**src/rtl/alu_reg_bank_if.sv**
```systemverilog
`default_nettype none
// ============================================================================
// Module      : alu_reg_bank_if
// Description : Button, control and result bundle of the ALU register bank.
// Revision    : 1.0 - initial release
// ============================================================================
interface alu_reg_bank_if #(
    parameter int WIDTH = 4,
    parameter int NREG  = 4,
    parameter int SELW  = $clog2(NREG + 1)
);
    logic [NREG-1:0]       btn;
    logic [NREG-1:0]       dir;
    logic                  load;
    logic [SELW-1:0]       src_sel;
    logic [SELW-1:0]       a_sel;
    logic [SELW-1:0]       b_sel;
    logic [1:0]            alu_op;
    logic                  res_btn;
    logic [NREG*WIDTH-1:0] regs_q;
    logic [WIDTH-1:0]      result_q;
    logic [WIDTH-1:0]      alu_y;
    logic [2:0]            flags_q;
    logic [NREG:0]         strobe_q;

    modport master (
        output btn, dir, load, src_sel, a_sel, b_sel, alu_op, res_btn,
        input  regs_q, result_q, alu_y, flags_q, strobe_q
    );

    modport slave (
        input  btn, dir, load, src_sel, a_sel, b_sel, alu_op, res_btn,
        output regs_q, result_q, alu_y, flags_q, strobe_q
    );
endinterface
`default_nettype wire

```
**src/rtl/alu_reg_bank.sv**
```systemverilog
`default_nettype none
// ============================================================================
// Module      : alu_reg_bank
// Description : Button-stepped operand registers with a registered ALU result.
// Revision    : 1.0 - initial release
// ============================================================================
module alu_reg_bank #(
    parameter int WIDTH = 4,
    parameter int NREG  = 4,
    parameter int SAT   = 0,
    parameter int SELW  = $clog2(NREG + 1)
) (
    input  logic           clk,
    input  logic           rst_n,
    alu_reg_bank_if.slave  bus
);

    logic [NREG:0]         r_s1, r_s2, r_s3, r_strobe;
    logic [NREG:0]         w_strobe;
    logic [NREG*WIDTH-1:0] r_regs, w_regs_nxt;
    logic [WIDTH-1:0]      r_result;
    logic [2:0]            r_flags;
    logic [WIDTH-1:0]      w_a, w_b, w_src, w_alu_y;
    logic [WIDTH:0]        w_sum, w_dif;
    logic                  w_c, w_v, w_z;

    // Codes 0..NREG-1 pick a register, NREG picks the result, anything else is 0
    function automatic logic [WIDTH-1:0] f_pick(
        input logic [SELW-1:0]       sel,
        input logic [NREG*WIDTH-1:0] regs,
        input logic [WIDTH-1:0]      res
    );
        f_pick = '0;
        for (int i = 0; i < NREG; i++)
            if (sel == SELW'(i)) f_pick = regs[i*WIDTH +: WIDTH];
        if (sel == SELW'(NREG)) f_pick = res;
    endfunction

    function automatic logic [WIDTH-1:0] f_step(input logic [WIDTH-1:0] cur, input logic dn);
        if (dn) f_step = (SAT != 0 && cur == '0) ? cur : cur - WIDTH'(1);
        else    f_step = (SAT != 0 && cur == '1) ? cur : cur + WIDTH'(1);
    endfunction

    assign w_strobe = r_s2 & ~r_s3;
    assign w_a      = f_pick(bus.a_sel,   r_regs, r_result);
    assign w_b      = f_pick(bus.b_sel,   r_regs, r_result);
    assign w_src    = f_pick(bus.src_sel, r_regs, r_result);
    assign w_sum    = {1'b0, w_a} + {1'b0, w_b};
    assign w_dif    = {1'b0, w_a} - {1'b0, w_b};

    always_comb begin
        w_alu_y = '0;
        w_c     = 1'b0;
        w_v     = 1'b0;
        case (bus.alu_op)
            2'b00: begin
                w_alu_y = w_sum[WIDTH-1:0];
                w_c     = w_sum[WIDTH];
                w_v     = (w_a[WIDTH-1] == w_b[WIDTH-1]) && (w_sum[WIDTH-1] != w_a[WIDTH-1]);
            end
            2'b01: begin
                w_alu_y = w_dif[WIDTH-1:0];
                w_c     = w_dif[WIDTH];
                w_v     = (w_a[WIDTH-1] != w_b[WIDTH-1]) && (w_dif[WIDTH-1] != w_a[WIDTH-1]);
            end
            2'b10:   w_alu_y = w_a & w_b;
            default: w_alu_y = w_a ^ w_b;
        endcase
        w_z = (w_alu_y == '0);
    end

    // All committing registers see pre-edge values, so simultaneous strobes never forward
    always_comb begin
        w_regs_nxt = r_regs;
        for (int i = 0; i < NREG; i++)
            if (w_strobe[i])
                w_regs_nxt[i*WIDTH +: WIDTH] = bus.load ? w_src
                                             : f_step(r_regs[i*WIDTH +: WIDTH], bus.dir[i]);
    end

    always_ff @(posedge clk or negedge rst_n) begin
        if (!rst_n) begin
            r_s1     <= '0;
            r_s2     <= '0;
            r_s3     <= '0;
            r_strobe <= '0;
            r_regs   <= '0;
            r_result <= '0;
            r_flags  <= '0;
        end else begin
            r_s1     <= {bus.res_btn, bus.btn};
            r_s2     <= r_s1;
            r_s3     <= r_s2;
            r_strobe <= w_strobe;
            r_regs   <= w_regs_nxt;
            if (w_strobe[NREG]) begin
                r_result <= w_alu_y;
                r_flags  <= {w_v, w_c, w_z};
            end
        end
    end

    assign bus.regs_q   = r_regs;
    assign bus.result_q = r_result;
    assign bus.alu_y    = w_alu_y;
    assign bus.flags_q  = r_flags;
    assign bus.strobe_q = r_strobe;

endmodule
`default_nettype wire

```
**src/flat_wrapper.sv**
```systemverilog
// flat-port wrapper written by rule: the top's interface ports become plain ports
module alu_reg_bank_flat 
#(
    parameter int WIDTH = 4,
    parameter int NREG  = 4,
    parameter int SAT   = 0,
    parameter int SELW  = $clog2(NREG + 1)
)
  (clk, rst_n, bus_btn, bus_dir, bus_load, bus_src_sel, bus_a_sel, bus_b_sel, bus_alu_op, bus_res_btn, bus_regs_q, bus_result_q, bus_alu_y, bus_flags_q, bus_strobe_q);
  alu_reg_bank_if #(.WIDTH(WIDTH), .NREG(NREG), .SELW(SELW)) bus_i ();
  input  logic clk;
  input  logic rst_n;
  input wire logic [$bits(bus_i.btn)-1:0] bus_btn;
  input wire logic [$bits(bus_i.dir)-1:0] bus_dir;
  input wire logic [$bits(bus_i.load)-1:0] bus_load;
  input wire logic [$bits(bus_i.src_sel)-1:0] bus_src_sel;
  input wire logic [$bits(bus_i.a_sel)-1:0] bus_a_sel;
  input wire logic [$bits(bus_i.b_sel)-1:0] bus_b_sel;
  input wire logic [$bits(bus_i.alu_op)-1:0] bus_alu_op;
  input wire logic [$bits(bus_i.res_btn)-1:0] bus_res_btn;
  output wire logic [$bits(bus_i.regs_q)-1:0] bus_regs_q;
  output wire logic [$bits(bus_i.result_q)-1:0] bus_result_q;
  output wire logic [$bits(bus_i.alu_y)-1:0] bus_alu_y;
  output wire logic [$bits(bus_i.flags_q)-1:0] bus_flags_q;
  output wire logic [$bits(bus_i.strobe_q)-1:0] bus_strobe_q;
  assign bus_i.btn = bus_btn;
  assign bus_i.dir = bus_dir;
  assign bus_i.load = bus_load;
  assign bus_i.src_sel = bus_src_sel;
  assign bus_i.a_sel = bus_a_sel;
  assign bus_i.b_sel = bus_b_sel;
  assign bus_i.alu_op = bus_alu_op;
  assign bus_i.res_btn = bus_res_btn;
  assign bus_regs_q = bus_i.regs_q;
  assign bus_result_q = bus_i.result_q;
  assign bus_alu_y = bus_i.alu_y;
  assign bus_flags_q = bus_i.flags_q;
  assign bus_strobe_q = bus_i.strobe_q;
  alu_reg_bank #(.WIDTH(WIDTH), .NREG(NREG), .SAT(SAT), .SELW(SELW)) u_core (.clk(clk), .rst_n(rst_n), .bus(bus_i));
endmodule
```
**config.mk**
```make
export PLATFORM = sky130hd
export DESIGN_NAME = alu_reg_bank_flat
export DESIGN_NICKNAME = d
export VERILOG_FILES = /design/src/rtl/alu_reg_bank_if.sv /design/src/rtl/alu_reg_bank.sv /design/src/flat_wrapper.sv
export SDC_FILE = /design/constraint.sdc
export NUM_CORES = 1
export LEC_CHECK = 0
export ABC_AREA = 1
export BUFFER_PORTS_ARGS = -buffer_cell sky130_fd_sc_hd__clkbuf_2
export CORE_MARGIN = 2
export CORE_UTILIZATION = 54
export CTS_BUF_LIST = sky130_fd_sc_hd__clkbuf_16
export DETAILED_ROUTE_END_ITERATION = 7
export PLACE_DENSITY = 0.82
export SYNTH_ARGS = -nofsm -noshare
export SYNTH_HDL_FRONTEND = slang
export SYNTH_SLANG_ARGS = --single-unit
```
**constraint.sdc**
```tcl
create_clock -name clk -period 4.65 [get_ports clk]
set_input_delay 0 -clock clk [delete_from_list [all_inputs] [get_ports clk]]
set_output_delay 0 -clock clk [all_outputs]
set_load 0.005 [all_outputs]
```
==> results of run 1 <==
==> routing by layer <==
metal	share of wire	wire, microns
met5	0	0
met4	0.019	136
met3	0.055	389
met2	0.48	3432
met1	0.44	3168
==> cells in the final DEF (no fill, tap or decap) <==
cell and n:
nand3_1 16, clkbuf_16 5, dfrtp_1 43, or2_1 1
o21ai_0 27, a211oi_1 1, nor3_1 2, o21ai_1 3
nor2_2 1, o21ai_2 1, nand4_1 2, fa_1 6
ha_1 16, xnor2_1 7, nand2_2 4, o21a_1 1
o21bai_1 4, o21bai_2 1, xor2_1 2, dlygate4sd3_1 6
o22ai_1 10, o211ai_1 5, clkinv_4 1, clkinvlp_4 1
o221ai_1 3, nand2_1 66, nor3_2 2, nand3b_1 1
clkinv_1 2, a21oi_1 16, nor2_1 38, a31oi_1 13
nor2_4 1, inv_1 65, nor4_1 1, clkbuf_2 54
==> critical path: stages (launching register included) <==
cell	delay, ps
dfrtp_1	390
inv_1	180
o22ai_1	130
a21oi_1	160
o21ai_0	100
o21bai_1	180
ha_1	250
fa_1	390
or2_1	210
nand3_1	60
nand3_1	70
a21oi_1	150
inv_1	60
clkbuf_2	110
==> layout make-up <==
type | count | area share
Clock buffer | 5 | 0.03719
Clock inverter | 3 | 0.005950
Inverter | 66 | 0.07363
Multi-Input combinational cell | 251 | 0.4392
Sequential cell | 43 | 0.3198
Tap cell | 70 | 0.02603
Timing Repair Buffer | 60 | 0.09818
==> flip-flops by register name (all words and copies together) (netlist names) <==
signal / flops
u_core.bus.flags_q: 3
u_core.bus.strobe_q: 5
u_core.r_s2: 5
u_core.r_s3: 5
u_core.r_s1: 5
u_core.bus.regs_q: 16
u_core.bus.result_q: 4
==> report_power, final <==
part | total (mW) | leakage (nW) | switching [mW] | internal [mW]
registers | 0.503 | 0.515 | 0.0718 | 0.431
logic | 0.490 | 1.17 | 0.291 | 0.198
clock network | 0.343 | 0.0674 | 0.145 | 0.198
total | 1.34 | 1.76 | 0.508 | 0.828
==> through the flow <==
step                hold slack [ps]  instances
finish                        159.6        498
global route                  201.7        498
CTS                           144.9        498
detailed placement            110.0        484
global placement              107.8        484
floorplan                    -295.6        361
==> worst max path at each step <==
stage | startpoint | end | slack [ps]
floorplan | u_core.bus.regs_q[0] | u_core.bus.flags_q[0] | 2250
global placement | u_core.bus.regs_q[4] | u_core.bus.flags_q[0] | 2110
detailed placement | u_core.bus.regs_q[0] | u_core.bus.flags_q[0] | 2020
CTS | u_core.bus.regs_q[0] | bus_alu_y[2] | 1950
global route | u_core.bus.regs_q[1] | bus_alu_y[3] | 1640
finish | u_core.bus.regs_q[0] | bus_alu_y[2] | 1930
==> cells by family after synthesis <==
logic type	share of synthesized area
DFF	0.3836
AOI/OAI and AO/OA	0.1793
buffers and inverters	0.08965
and+or+nand+nor	0.2052
xor gates and xnor gates	0.02810
adders and majority gates	0.1142
==> metrics.txt, run 1 <==
initial detailed-routing violation count 266; arrival time worst endpoint 2720 ps; Post-DP Area 0.003159 sq mm; fillers 463; r2r endpoint u_core.bus.flags_q[0]; CTS tree done; RR Startpoint u_core.bus.regs_q[0]; GRT met3 Usage 0.04147; drt via density 5.327; Starting Density 0.5528; IO Pins 55; setup bufs post-CTS 0; Post-DRT Antenna Nets 0; Avg Cell Area, Syn 7.771 sq um; CTS Hold Bufs 6; DR DRC count 0; Mapped Cells 361; met2 Track Usage GR 0.4536; gp weighted congestion 0.9260; Async SR Flop Fraction 1.000; Hold Path Class in -> reg; CTS Root Cell clkbuf_16; fin worst setup slack 1930 ps; fin crit share 0.5850; Syn. warnings 0; RSZ-0062 raised after global routing false; htree depth 2; area taken by multi-input logic gates 0.001478 sq mm; WHS Path Cells 4; Buffers on Ports 54; main flop type after synthesis dfrtp_1; HP Start bus_alu_op[0]; minimum clock period 2720 ps; chip width 76.08 microns; Post-synth EDFFs 0; final WL 7126 microns; dpl hpwl 5500 microns; core box area 0.005075 sq mm; largest area contributor in the synthesized netlist dfrtp_1; synth unique cells 32; clk_lat worst skew 280 ps; Worst Path Required 4650 ps; first-pass GRT wire length 12,360 microns; Util after Layout 0.6630; Layout Skew 5.059 ps; Clock transition at path regs 60 ps; status complete, no violations; Power Total 1.336 mW; initial antenna violation count 0; pwr dens 397.0 mW/mm^2; Slew HR 0.3048; crit path kind reg -> out; Post-Place Setup Slack 2018 ps; Fin. Hold Viols 0; top-count cell post-synth nand2_1; CTS Sinks 43; most frequent cells after synthesis nand2_1, inv_1, dfrtp_1, nor2_1, o21ai_0; worst-margin pin slew 1043 ps; mapped cell area 0.002805 sq mm; vias after detailed routing 2,653; gr busiest metal met2; sequential share of the synthesized area 0.3836; proportion of layout cells with a drive suffix above 1 0.1659; DIE AREA 0.005787 sq mm; crit path max fanout 6; Layout area overhead 19.94%; Rows 26; grt ovf 0; Worst setup SP type register; Worst setup EP type output pin; max-slew violations 0; Final Cell Area 0.003364 sq mm; leak pwr 1.757 nW; Die Height 76.08 microns; drt first pass iters 5; flop2flop setup slack 1970 ps; number of global-route vias before repair 2,662; maximum VDD drop 0.2735 mV; pin count of the biggest net entering global routing 44; #FFs+latches synth 43; post-CTS sizing 0; register area 0.001076 sq mm; synthesized net count 406; max-cap violation count 0; Routed WL per cell 14.31 microns; CTS Buf Count 5; Global Route met1 Usage 0.3498; synth top area cells dfrtp_1, nand2_1, inv_1, ha_1, nor2_1; top cell type's share of synthesized area 0.3836; Final nets 472; Antenna Cells 0; WHS Endpoint u_core.bus.flags_q[1]; Max Freq 0.3676 GHz; GRT Overall Usage 0.2652; final setup violation count 0; Sum Neg Setup Slack 0 ps; CTS max path bufs 2; R2R depth 15
Power figures use the tool's default switching activity.
==> run 2: changes to the inputs <==
--- a/config.mk
+++ b/config.mk
@@ -8,10 +8,10 @@
 export ABC_AREA = 1
 export BUFFER_PORTS_ARGS = -buffer_cell sky130_fd_sc_hd__clkbuf_2
 export CORE_MARGIN = 2
-export CORE_UTILIZATION = 54
+export CORE_UTILIZATION = 50
 export CTS_BUF_LIST = sky130_fd_sc_hd__clkbuf_16
 export DETAILED_ROUTE_END_ITERATION = 7
-export PLACE_DENSITY = 0.82
+export PLACE_DENSITY = 0.8
 export SYNTH_ARGS = -nofsm -noshare
 export SYNTH_HDL_FRONTEND = slang
 export SYNTH_SLANG_ARGS = --single-unit
==> constraint.sdc (replaced) <==
create_clock -name clk -period 2.5 [get_ports clk]
set_input_delay 0 -clock clk [delete_from_list [all_inputs] [get_ports clk]]
set_output_delay 0 -clock clk [all_outputs]
set_load 0.005 [all_outputs]
==> run 2 against run 1 <==
  * The flow now finishes with violations (setup timing)
  * Final area grew 11%
  * Cell count grew 5.4%
  * Total power grew 120%
  * Clock skew grew 1.4 ps
  * Global-route usage shrank 1.9 points
  * Hold slack gained 28 ps
  * Die area grew 7.6%
  * Clock power grew 140%
  * Critical path type is now reg -> reg
  * Critical endpoint is now u_core.bus.flags_q[0]
  * Largest cell class unchanged
==> metrics.txt, run 2 (synthesis results as in run 1) <==
max-cap violation count 0 (unchanged); DIE AREA 0.006225 sq mm (+7.6%); grt ovf 0 (unchanged); Top Metal Used met4; maximum VDD drop 0.4529 mV (+66%); CP dominant cell by count nand2_1; CTS tree done; leading cell type in the layout, fill and taps excluded nand2_1; CTS Sinks 43 (unchanged); RR Startpoint u_core.bus.regs_q[8]; Starting Density 0.5126 (-0.04019); drt via density 5.528 (+3.8%); GRT Overall Usage 0.2466 (-0.01863); Sum Neg Setup Slack -300.9 ps (-300.9 ps); proportion of layout cells with a drive suffix above 1 0.2914 (+0.1255); IO Pins 55 (unchanged); WHS 187.4 ps (+27.83 ps); gp weighted congestion 1.001 (+8.1%); Met3 Wirelength 681 microns (+75%); met2 routed WL 3807 microns (+11%); Die Height 78.90 microns (+3.7%); cell family with most CP delay simple AND/OR/NAND/NOR gates; Worst setup SP type register; Max Freq 0.3808 GHz; Layout Skew 6.443 ps (+1.384 ps); Layout area overhead 32.92%; r2r endpoint u_core.bus.flags_q[0]; CTS Root Cell clkbuf_16; worst-margin pin slew 1035 ps (-7.842 ps); htree depth 2 (unchanged); Post-DRT Antenna Nets 0 (unchanged); Rows 27 (+3.8%); Clock transition at path regs 60 ps (about the same); met1 WL 3141 microns (-0.85%); minimum clock period 2626 ps; chip width 78.90 microns (+3.7%); Hold Path Class in -> reg; delay of the slowest critical-path stage 410 ps (+20 ps); drt first pass iters 5 (unchanged); leak pwr 1.899 nW (+8.1%); max reg flops 16 (unchanged); first-pass GRT wire length 12,210 microns (-1.2%); fin worst setup slack -126.3 ps (-2056 ps); Slew HR 0.3100 (+0.005228); CTS max path bufs 2 (unchanged); Post-Place Setup Slack -72.43 ps (-2090 ps); pwr dens 784.0 mW/mm^2 (+97%); Max stage delay cell, worst path dfrtp_2; arrival time worst endpoint 2850 ps (+130 ps); Antenna Cells 0 (unchanged); crit path max fanout 6 (unchanged); WHS Path Cells 4 (unchanged); Fin. Hold Viols 0 (unchanged); Power Total 2.923 mW (+120%); Worst Path Required 2720 ps (-1930 ps); Worst Path Buf+Inv 2 (-1); final WL 7903 microns (+11%); Routed WL per cell 15.05 microns (+5.2%); crit path kind reg -> reg; RSZ-0062 raised after global routing true; Final nets 497 (+5.3%); R2R depth 16 (+1); clk_lat worst skew 280 ps (about the same); initial antenna violation count 0 (unchanged); initial detailed-routing violation count 208 (-22%); dpl hpwl 5524 microns (+0.43%); pin count of the biggest net entering global routing 44 (unchanged); vias after detailed routing 2,902 (+9.4%); WHS Endpoint u_core.bus.flags_q[1]; core box area 0.005473 sq mm (+7.8%); Worst setup EP type register; HP Start bus_alu_op[1]; Buffers on Ports 54 (unchanged); number of global-route vias before repair 2,665 (+0.11%); Cell Chain, Critical Path inv_1, a21oi_1, o221ai_1, o21ai_2, ha_4, inv_2, fa_2, nor2_2, nor2_1, nand2_1, nand3_2, a21oi_2, nand2_2, nor3_2, nand2_1, nand2_1; commonest non-fill, non-tap cells in the layout nand2_1, inv_1, clkbuf_2; max-slew violations 0 (unchanged); flop2flop setup slack -130 ps (-2100 ps); failing checks setup timing; DR DRC count 0 (unchanged); CTS Buf Count 5 (unchanged); fin crit share 1.051; status complete, but fails checks; final setup violation count 3 (+3)
-- run 2: cell count changes in the layout (fill, tap and decap cells not counted), sizes merged --
cell and delta:
bufinv +2, clkinv -2, buf +25
-- run 2: per-stage QoR --
step | utilization | cell area [sq um] | cells
finish | 0.6813 | 3729 | 525
global route | 0.6813 | 3729 | 525
CTS | 0.6491 | 3552 | 514
detailed placement | 0.5942 | 3252 | 498
global placement | 0.5942 | 3252 | 498
floorplan | - | 2805 | 361
-- run 2: timing repair --
action,in CTS,in global routing
setup buffers,2,11
setup endpoints to repair,5,8
endpoints found under the hold margin,48,0
hold buffers,6,0
pin swaps,2,17
resized for setup,9,32
-- run 2: worst register-to-register path: stages, from the launching register on --
cell and delay (ps):
dfrtp_2 410, inv_1 110, a21oi_1 170, o221ai_1 160, o21ai_2 150, ha_4 180
inv_2 40, fa_2 400, nor2_2 150, nor2_1 60, nand2_1 80, nand3_2 80
a21oi_2 160, nand2_2 90, nor3_2 170, nand2_1 100, nand2_1 60
-- run 2: power by group --
part           total [mW]  internal (mW)  switching, mW
Clock               0.830          0.572          0.258
Sequential          0.937          0.805          0.132
Combinational        1.16          0.516          0.640
-- run 2: routing by layer --
layer / GRT usage / vias up
li1: - / 1368
met1: 0.3421 / 1332
met3: 0.03636 / 40
met2: 0.4068 / 162
met4: 0.06897 / 0
met5: 0 / -
-- run 2: worst max path at each step --
stage                         start               endpoint  depth (start not counted)
6_report       u_core.bus.regs_q[8]  u_core.bus.flags_q[0]                         16
5_1_grt        u_core.bus.regs_q[8]  u_core.bus.flags_q[0]                         16
4_1_cts        u_core.bus.regs_q[0]           bus_alu_y[1]                         14
3_5_place_dp   u_core.bus.regs_q[8]  u_core.bus.flags_q[0]                         16
3_3_place_gp   u_core.bus.regs_q[0]  u_core.bus.flags_q[0]                         15
2_1_floorplan  u_core.bus.regs_q[0]  u_core.bus.flags_q[0]                         15
-- run 2: final cells by class --
| class | instances | area, sq um |
|---|---|---|
| fill | 432 | 1744 |
| multi-input combinational | 251 | 1600 |
| sequential | 43 | 1080 |
| timing repair buffer | 85 | 518.0 |
| inverter | 66 | 247.7 |
| clock buffer | 5 | 125.1 |
| tap | 72 | 90.09 |
| clock inverter | 3 | 67.56 |
